===== config.mk =====
export PLATFORM = sky130hd
export DESIGN_NAME = gat_feature_reader
export DESIGN_NICKNAME = d
export VERILOG_FILES = /design/src/rtl/gat_feature_reader.sv
export SDC_FILE = /design/constraint.sdc
export NUM_CORES = 1
export LEC_CHECK = 0
export CAP_MARGIN = 20
export CORE_UTILIZATION = 35
export CTS_BUF_LIST = sky130_fd_sc_hd__clkbuf_8
export CTS_CLUSTER_DIAMETER = 120
export DETAILED_ROUTE_END_ITERATION = 7
export PLACE_DENSITY_LB_ADDON = 0.12
export SKIP_CTS_REPAIR_TIMING = 1
export SLEW_MARGIN = 20
export SYNTH_ARGS = -nofsm -noshare
export SYNTH_HDL_FRONTEND = slang
export SYNTH_SLANG_ARGS = --single-unit

===== constraint.sdc =====
create_clock -name clk -period 3.1 [get_ports clk]
set_input_delay 0.62 -clock clk [delete_from_list [all_inputs] [get_ports clk]]
set_output_delay 0.62 -clock clk [all_outputs]
set_load 0.01 [all_outputs]

===== src/rtl/gat_feature_reader.sv =====
// Feature BRAM read master: sweeps all addresses and streams them out with
// credit-based flow control. `GAT_FEATURE_ARGMAX_EN adds per-node argmax ports.
module gat_feature_reader #(
    parameter int DATA_WIDTH         = 8,
    parameter int NUM_FEATURE_OUT    = 16,
    parameter int NUM_SUBGRAPHS      = 2708,
    parameter int NEW_FEATURE_DEPTH  = NUM_SUBGRAPHS * NUM_FEATURE_OUT,
    parameter int NEW_FEATURE_ADDR_W = $clog2(NEW_FEATURE_DEPTH),
    parameter int W_COL_WIDTH        = $clog2(NUM_FEATURE_OUT),
    parameter int RD_LATENCY         = 2,
    parameter int FIFO_DEPTH         = 4
) (
    input  logic                          clk,
    input  logic                          rst_n,
    input  logic                          start,
    output logic                          busy,
    output logic                          done,
    output logic [NEW_FEATURE_ADDR_W-1:0] feature_BRAM_addrb,
    input  logic [DATA_WIDTH-1:0]         feature_BRAM_dout,
    output logic [DATA_WIDTH-1:0]         m_data,
    output logic                          m_valid,
    input  logic                          m_ready,
    output logic                          m_last
`ifdef GAT_FEATURE_ARGMAX_EN
    ,
    output logic [W_COL_WIDTH-1:0]        class_idx,
    output logic                          class_valid
`endif
);

    localparam int AW    = NEW_FEATURE_ADDR_W;
    localparam int PTR_W = (FIFO_DEPTH > 1) ? $clog2(FIFO_DEPTH) : 1;
    localparam int CNT_W = $clog2(FIFO_DEPTH + RD_LATENCY + 1);

    localparam logic [AW-1:0]          LAST_ADDR = AW'(NEW_FEATURE_DEPTH - 1);
    localparam logic [W_COL_WIDTH-1:0] LAST_FEAT = W_COL_WIDTH'(NUM_FEATURE_OUT - 1);
    localparam logic [CNT_W-1:0]       CREDITS   = CNT_W'(FIFO_DEPTH);

    typedef enum logic [1:0] {IDLE, ISSUE, DRAIN, FIN} state_t;

    state_t                 state, state_nxt;
    logic [AW-1:0]          issue_cnt, addr_q;
    logic [W_COL_WIDTH-1:0] feat_cnt;
    logic [RD_LATENCY-1:0]  vld_pipe, last_pipe;
    logic [DATA_WIDTH-1:0]  fifo_data [FIFO_DEPTH];
    logic [FIFO_DEPTH-1:0]  fifo_last;
    logic [PTR_W-1:0]       wr_ptr, rd_ptr;
    logic [CNT_W-1:0]       fifo_cnt, inflight;
    logic                   issue, push, pop, start_ok, final_beat;

    function automatic logic [PTR_W-1:0] ptr_inc(input logic [PTR_W-1:0] p);
        return (p == PTR_W'(FIFO_DEPTH - 1)) ? '0 : p + PTR_W'(1);
    endfunction

    always_comb begin
        inflight = '0;
        for (int i = 0; i < RD_LATENCY; i++) begin
            inflight = inflight + CNT_W'(vld_pipe[i]);
        end
    end

    // Credit covers both reads in flight and words already buffered.
    assign issue      = (state == ISSUE) && ((inflight + fifo_cnt) < CREDITS);
    assign start_ok   = (state == IDLE) && start;
    assign push       = vld_pipe[RD_LATENCY-1];
    assign m_valid    = (fifo_cnt != '0);
    assign pop        = m_valid && m_ready;
    assign m_data     = m_valid ? fifo_data[rd_ptr] : '0;
    assign m_last     = m_valid && fifo_last[rd_ptr];
    assign final_beat = pop && (fifo_cnt == CNT_W'(1)) && (inflight == '0);

    assign feature_BRAM_addrb = issue ? issue_cnt : addr_q;

    always_comb begin
        state_nxt = state;
        busy      = 1'b0;
        done      = 1'b0;
        unique case (state)
            IDLE: begin
                if (start) state_nxt = ISSUE;
            end
            ISSUE: begin
                busy = 1'b1;
                if (issue && (issue_cnt == LAST_ADDR)) state_nxt = DRAIN;
            end
            DRAIN: begin
                busy = 1'b1;
                if (final_beat || ((fifo_cnt == '0) && (inflight == '0))) begin
                    state_nxt = FIN;
                end
            end
            FIN: begin
                done      = 1'b1;
                state_nxt = IDLE;
            end
            default: state_nxt = IDLE;
        endcase
    end

    always_ff @(posedge clk or negedge rst_n) begin
        if (!rst_n) begin
            state <= IDLE;
        end else begin
            state <= state_nxt;
        end
    end

    always_ff @(posedge clk or negedge rst_n) begin
        if (!rst_n) begin
            issue_cnt <= '0;
            addr_q    <= '0;
            feat_cnt  <= '0;
        end else if (start_ok) begin
            issue_cnt <= '0;
            addr_q    <= '0;
            feat_cnt  <= '0;
        end else if (issue) begin
            addr_q    <= issue_cnt;
            issue_cnt <= issue_cnt + AW'(1);
            feat_cnt  <= (feat_cnt == LAST_FEAT) ? '0 : feat_cnt + W_COL_WIDTH'(1);
        end
    end

    // Valid/last shift register mirrors the BRAM read pipeline.
    always_ff @(posedge clk or negedge rst_n) begin
        if (!rst_n) begin
            vld_pipe  <= '0;
            last_pipe <= '0;
        end else begin
            vld_pipe[0]  <= issue;
            last_pipe[0] <= (feat_cnt == LAST_FEAT);
            for (int i = 1; i < RD_LATENCY; i++) begin
                vld_pipe[i]  <= vld_pipe[i-1];
                last_pipe[i] <= last_pipe[i-1];
            end
        end
    end

    always_ff @(posedge clk) begin
        if (push) fifo_data[wr_ptr] <= feature_BRAM_dout;
    end

    always_ff @(posedge clk or negedge rst_n) begin
        if (!rst_n) begin
            fifo_last <= '0;
            wr_ptr    <= '0;
            rd_ptr    <= '0;
            fifo_cnt  <= '0;
        end else begin
            if (push) begin
                fifo_last[wr_ptr] <= last_pipe[RD_LATENCY-1];
                wr_ptr            <= ptr_inc(wr_ptr);
            end
            if (pop) rd_ptr <= ptr_inc(rd_ptr);
            case ({push, pop})
                2'b10:   fifo_cnt <= fifo_cnt + CNT_W'(1);
                2'b01:   fifo_cnt <= fifo_cnt - CNT_W'(1);
                default: fifo_cnt <= fifo_cnt;
            endcase
        end
    end

`ifdef GAT_FEATURE_ARGMAX_EN
    logic [W_COL_WIDTH-1:0]       beat_idx, best_idx, win_idx;
    logic signed [DATA_WIDTH-1:0] best_val;
    logic                         take;

    // Strict greater-than keeps the lowest index on ties.
    assign take    = (beat_idx == '0) || ($signed(m_data) > best_val);
    assign win_idx = take ? beat_idx : best_idx;

    always_ff @(posedge clk or negedge rst_n) begin
        if (!rst_n) begin
            beat_idx    <= '0;
            best_idx    <= '0;
            best_val    <= '0;
            class_idx   <= '0;
            class_valid <= 1'b0;
        end else begin
            class_valid <= 1'b0;
            if (start_ok) begin
                beat_idx <= '0;
            end else if (pop) begin
                if (take) begin
                    best_val <= $signed(m_data);
                    best_idx <= beat_idx;
                end
                if (m_last) begin
                    class_idx   <= win_idx;
                    class_valid <= 1'b1;
                    beat_idx    <= '0;
                end else begin
                    beat_idx <= beat_idx + W_COL_WIDTH'(1);
                end
            end
        end
    end
`endif

endmodule


-- Word level (Yosys, flattened, before mapping)
Memory sizes are Yosys's and may differ from the RTL's.
Cells that the tools add are included.
- register bits: 53
- bits in writable memories: 32
- output and inout port bits: 28
- logic and storage cells: 78
- memories: 1
- memory list (name ; words ; width ; rd ports ; clocked after memory_dff ; wr ports ; line ; RTL):
    fifo_data ; 4 ; 8 ; 1 ; 0 ; 1 ; 45 ; logic [DATA_WIDTH-1:0] fifo_data [FIFO_DEPTH];
- $add $sub $neg: 8
- $lt $le $gt $ge: 4
- eq/ne operators: 13
- multiplexer cells: 24
- reduce and logical (&&, ||, !) cells: 18
- operators with widths (cell ; count):
    $mux 16 ; 4
    $add 16x1->16 const B ; 1
    $eq 16x16->1 const B ; 1
    $mux 4 ; 3
    $eq 2x2->1 const B ; 5
    $mux 2 ; 5
    $logic_and 1x1->1 ; 9
    $mux 8 ; 1
    $pmux 2 s4 ; 1
    $logic_not 3->1 ; 2
    $lt 2x3->1 const B ; 2
    $mux 1 ; 6
    $pmux 3 s2 ; 1
    $add 2x1->2 const B ; 2
    $add 4x1->4 const B ; 1
    $bwmux 4 ; 1
    $eq 2x1->1 const B ; 2
    $eq 4x4->1 const B ; 1
    $ne 2x2->1 const B ; 2
    $reduce_bool 2->1 ; 2
    $add 2x3->3 ; 1
    $add 3x1->3 const B ; 1
    $eq 3x1->1 const B ; 1
    $lt 3x3->1 const B ; 1
    other kinds (11) ; 11

-- Logic depth before layout (Yosys ltp)
- depth in word-level cells: 7
- mapped depth: 9

-- Worst setup path after synthesis
OpenSTA, ideal clock, no wires.
- kind: flip-flop to output port
- start: reg vld_pipe[1]
- end: out feature_BRAM_addrb[10]
- arrival: 2.113 ns
- setup slack: 0.367 ns
- stages on the path, launching flop included: 7
- path buffers: 1
- path through: dfrtp_1 -> ha_1 -> ha_1 -> and4_4 -> o31ai_4 -> buf_4 -> mux2_2
- longest elaborated chain between the ends: 5
- RTL lines (item ; line ; RTL):
    start: declaration ; 44 ; logic [RD_LATENCY-1:0] vld_pipe, last_pipe;
    start signal: indexed assignment ; 133 ; vld_pipe[i] <= vld_pipe[i-1];
    $add 1x1->2 ; 58 ; inflight = inflight + CNT_W'(vld_pipe[i]);
    $add 2x3->3 ; 63 ; assign issue = (state == ISSUE) && ((inflight + fifo_cnt) < CREDITS);
    $lt 3x3->1 ; 63 ;
    $logic_and 1x1->1 ; 63 ;
    $mux 16 ; - ;
    end: declaration ; 18 ; output logic [NEW_FEATURE_ADDR_W-1:0] feature_BRAM_addrb,
No other way between the ends.

-- Worst setup path in the final report
- start: reg vld_pipe[0]
- end: out feature_BRAM_addrb[15]
The elaborated chain is that of the path after synthesis.

==> metrics.csv <==
metric,value,unit
max-slew-margin-rel,61.22,%
wl_per_cell,15.09,um
ant_nets,0,
dieHeight,108.0,um
status,completed,
gp_congestion,0.7450,
clock_tree.root_cell,clkbuf_8,
period_share,97.98,%
drt_wl_total,7425,um
internal_power,3094,uW
grt_max_degree,36,
fin_skew,0.01241,ns
remaining_drc_errors,0,
p_sw,1610,uW
worst_r2r_path_depth,12,
critPathCaptureType,output port,
post-route-util,44.53,%
synthFlopType,dfrtp_1,
design_area,4848,um2
core,10890,um2
synth_edf_count,32,
p_comb_share,46.7,%
path_class,reg -> out,
numCtsBuffers,9,
async_reset_ff_share,62.35,%
swShare,34.23,%
r2r_end,feat_cnt[3],
ys_seq_elements,85,
syn_nets,325,
path_clk_slew,0.08,ns
leakage,0.002240,uW
synth_area,3935,um2
cts_tree,yes,
worstMarginPinSlew,0.5817,ns
htreeDepth,3,
p_per_area,970.2,nW/um2
drive_gt1_share,19.32,%
ys_types,38,
layout.cells.most_common_list,"dfrtp_1 (53), edfxtp_1 (32), clkdlybuf4s50_1 (22)",
first_global_vias,2461,
arrival,2.42,ns
fmax,329.2,MHz
portBuffers,39,
clk_path_buf_depth,2,
required,2.48,ns
min_period,3.037,ns
diodes,0,
drtIter0Drc,78,
placed_area,4514,um2
mostFrequentLayoutCell,dfrtp_1,
clock_latency,0.36,ns
antenna_found_initial,0,
pin_count,40,
dieWidth,108.0,um
start_util,36.14,%
crit-reg2reg-launch,vld_pipe[1],
hold_violations,0,
grt_remaining_overflow,0,
drt_pass1_iterations,4,
syn_avg_cell_area,13.43,um2
worstHoldPathType,in -> async,
setup_viol,0,
r2r_slack,0.62,ns
drv_cap,0,
maxSlewViolCount,0,
track_usage,13.86,%
row_count,38,
start_kind,register,
p_clk_share,16.9,%
vdd_drop_max,465.7,uV
vias_per_cell,4.772,
grt_pass1_wl,12210,um
cts_sinks,85,
synthCells,293,
hpwl,4846,um
yosys_warnings,0,
final_nets,379,
die_area,11670,um2
critPathMaxFanout,10,
yosysSeqAreaShare,58.12,%
areaGrowthSynthToFinish,23.21,%
p_seq_share,36.5,%
vias,2348,
## kinds of logic (layout without fill, tap and decap cells)
family / after synthesis / in the layout / share of synthesized area [%]
flip-flops: 85 / 85 / 58.12
adder cells (fa/ha/maj): 20 / 20 / 6.359
buffers and inverters: 22 / 81 / 2.416
multiplexers: 34 / 34 / 12.15
XOR/XNOR: 18 / 18 / 4.006
AND/OR/NAND/NOR: 96 / 96 / 13.29
AO/OA/AOI/OAI: 18 / 18 / 3.657
## stage by stage
stage               total power (uW)  hold WS (ns)    TNS, ns  worst slack [ns]  std cells
floorplan                       2995        0.3244          0            0.3672        293
global placement                3690        0.3371          0           0.03530        470
detailed placement              3714        0.3364  -0.007524         -0.007524        470
CTS                             4530        0.2659     -6.140           -0.4098        486
global route                    5052        0.2901   -0.02153         -0.009367        492
finish                          4704        0.2568          0           0.06276        492
## power by group through the flow
stage	combinational, uW	sequential, uW	clock [uW]
CTS	1980	1720	827
global placement	1950	1740	0
floorplan	1340	1660	0
detailed placement	1970	1750	0
global route	2430	1770	859
finish	2190	1720	793
## flip-flops by register name (all words and copies together) (netlist names), 3 cells and up
register   flops
addr_q        16
fifo_data     32
fifo_last      4
fifo_cnt       3
issue_cnt     16
feat_cnt       4
## metal layers
metal | GRT usage (%) | routed length (um)
met1 | 17.45 | 3478
met2 | 23.11 | 3577
met3 | 3.195 | 294
met4 | 5.284 | 74
met5 | 0 | 0
## worst max path at each step
stage	from	endpoint	slack, ns	cells after the start
4_1_cts	vld_pipe[0]	feature_BRAM_addrb[11]	-0.41	7
6_report	vld_pipe[0]	feature_BRAM_addrb[15]	0.06	8
3_5_place_dp	vld_pipe[0]	feature_BRAM_addrb[11]	-0.008	7
5_1_grt	vld_pipe[1]	feature_BRAM_addrb[15]	-0.009	8
3_3_place_gp	vld_pipe[1]	feature_BRAM_addrb[10]	0.04	8
2_1_floorplan	vld_pipe[1]	feature_BRAM_addrb[10]	0.37	6
## cell type report
| class | count | area (um2) |
|---|---|---|
| flip-flops and latches | 85 | 2287 |
| multi-input cells | 186 | 1580 |
| inverters | 13 | 51.30 |
| fillers | 1019 | 6040 |
| clock inverters | 7 | 71.32 |
| well taps | 140 | 175.2 |
| repair buffers | 52 | 559.3 |
| clock buffers | 9 | 123.9 |
## synthesized netlist by cell type (all sizes together), types with 8 or more instances
master / instances / area [um2]
and2: 16 / 100.1
dfrtp: 53 / 1326
edfxtp: 32 / 960.9
ha: 20 / 250.2
inv: 13 / 48.79
mux2: 20 / 225.2
mux4: 9 / 202.7
nand2: 12 / 45.04
nor2: 21 / 78.83
nor2b: 15 / 93.84
o21ai: 9 / 45.04
xnor2: 10 / 87.58
xor2: 8 / 70.07
## critical path, cell delays in order, from the launching register on
cell and delay [ns]:
dfrtp_1 0.40, ha_2 0.19, ha_4 0.22, and4_4 0.20, o31ai_4 0.22, buf_6 0.17
clkbuf_16 0.16, mux2_2 0.33, dlymetal6s2s_1 0.17
No activity file was read; power rests on OpenSTA's default activity.
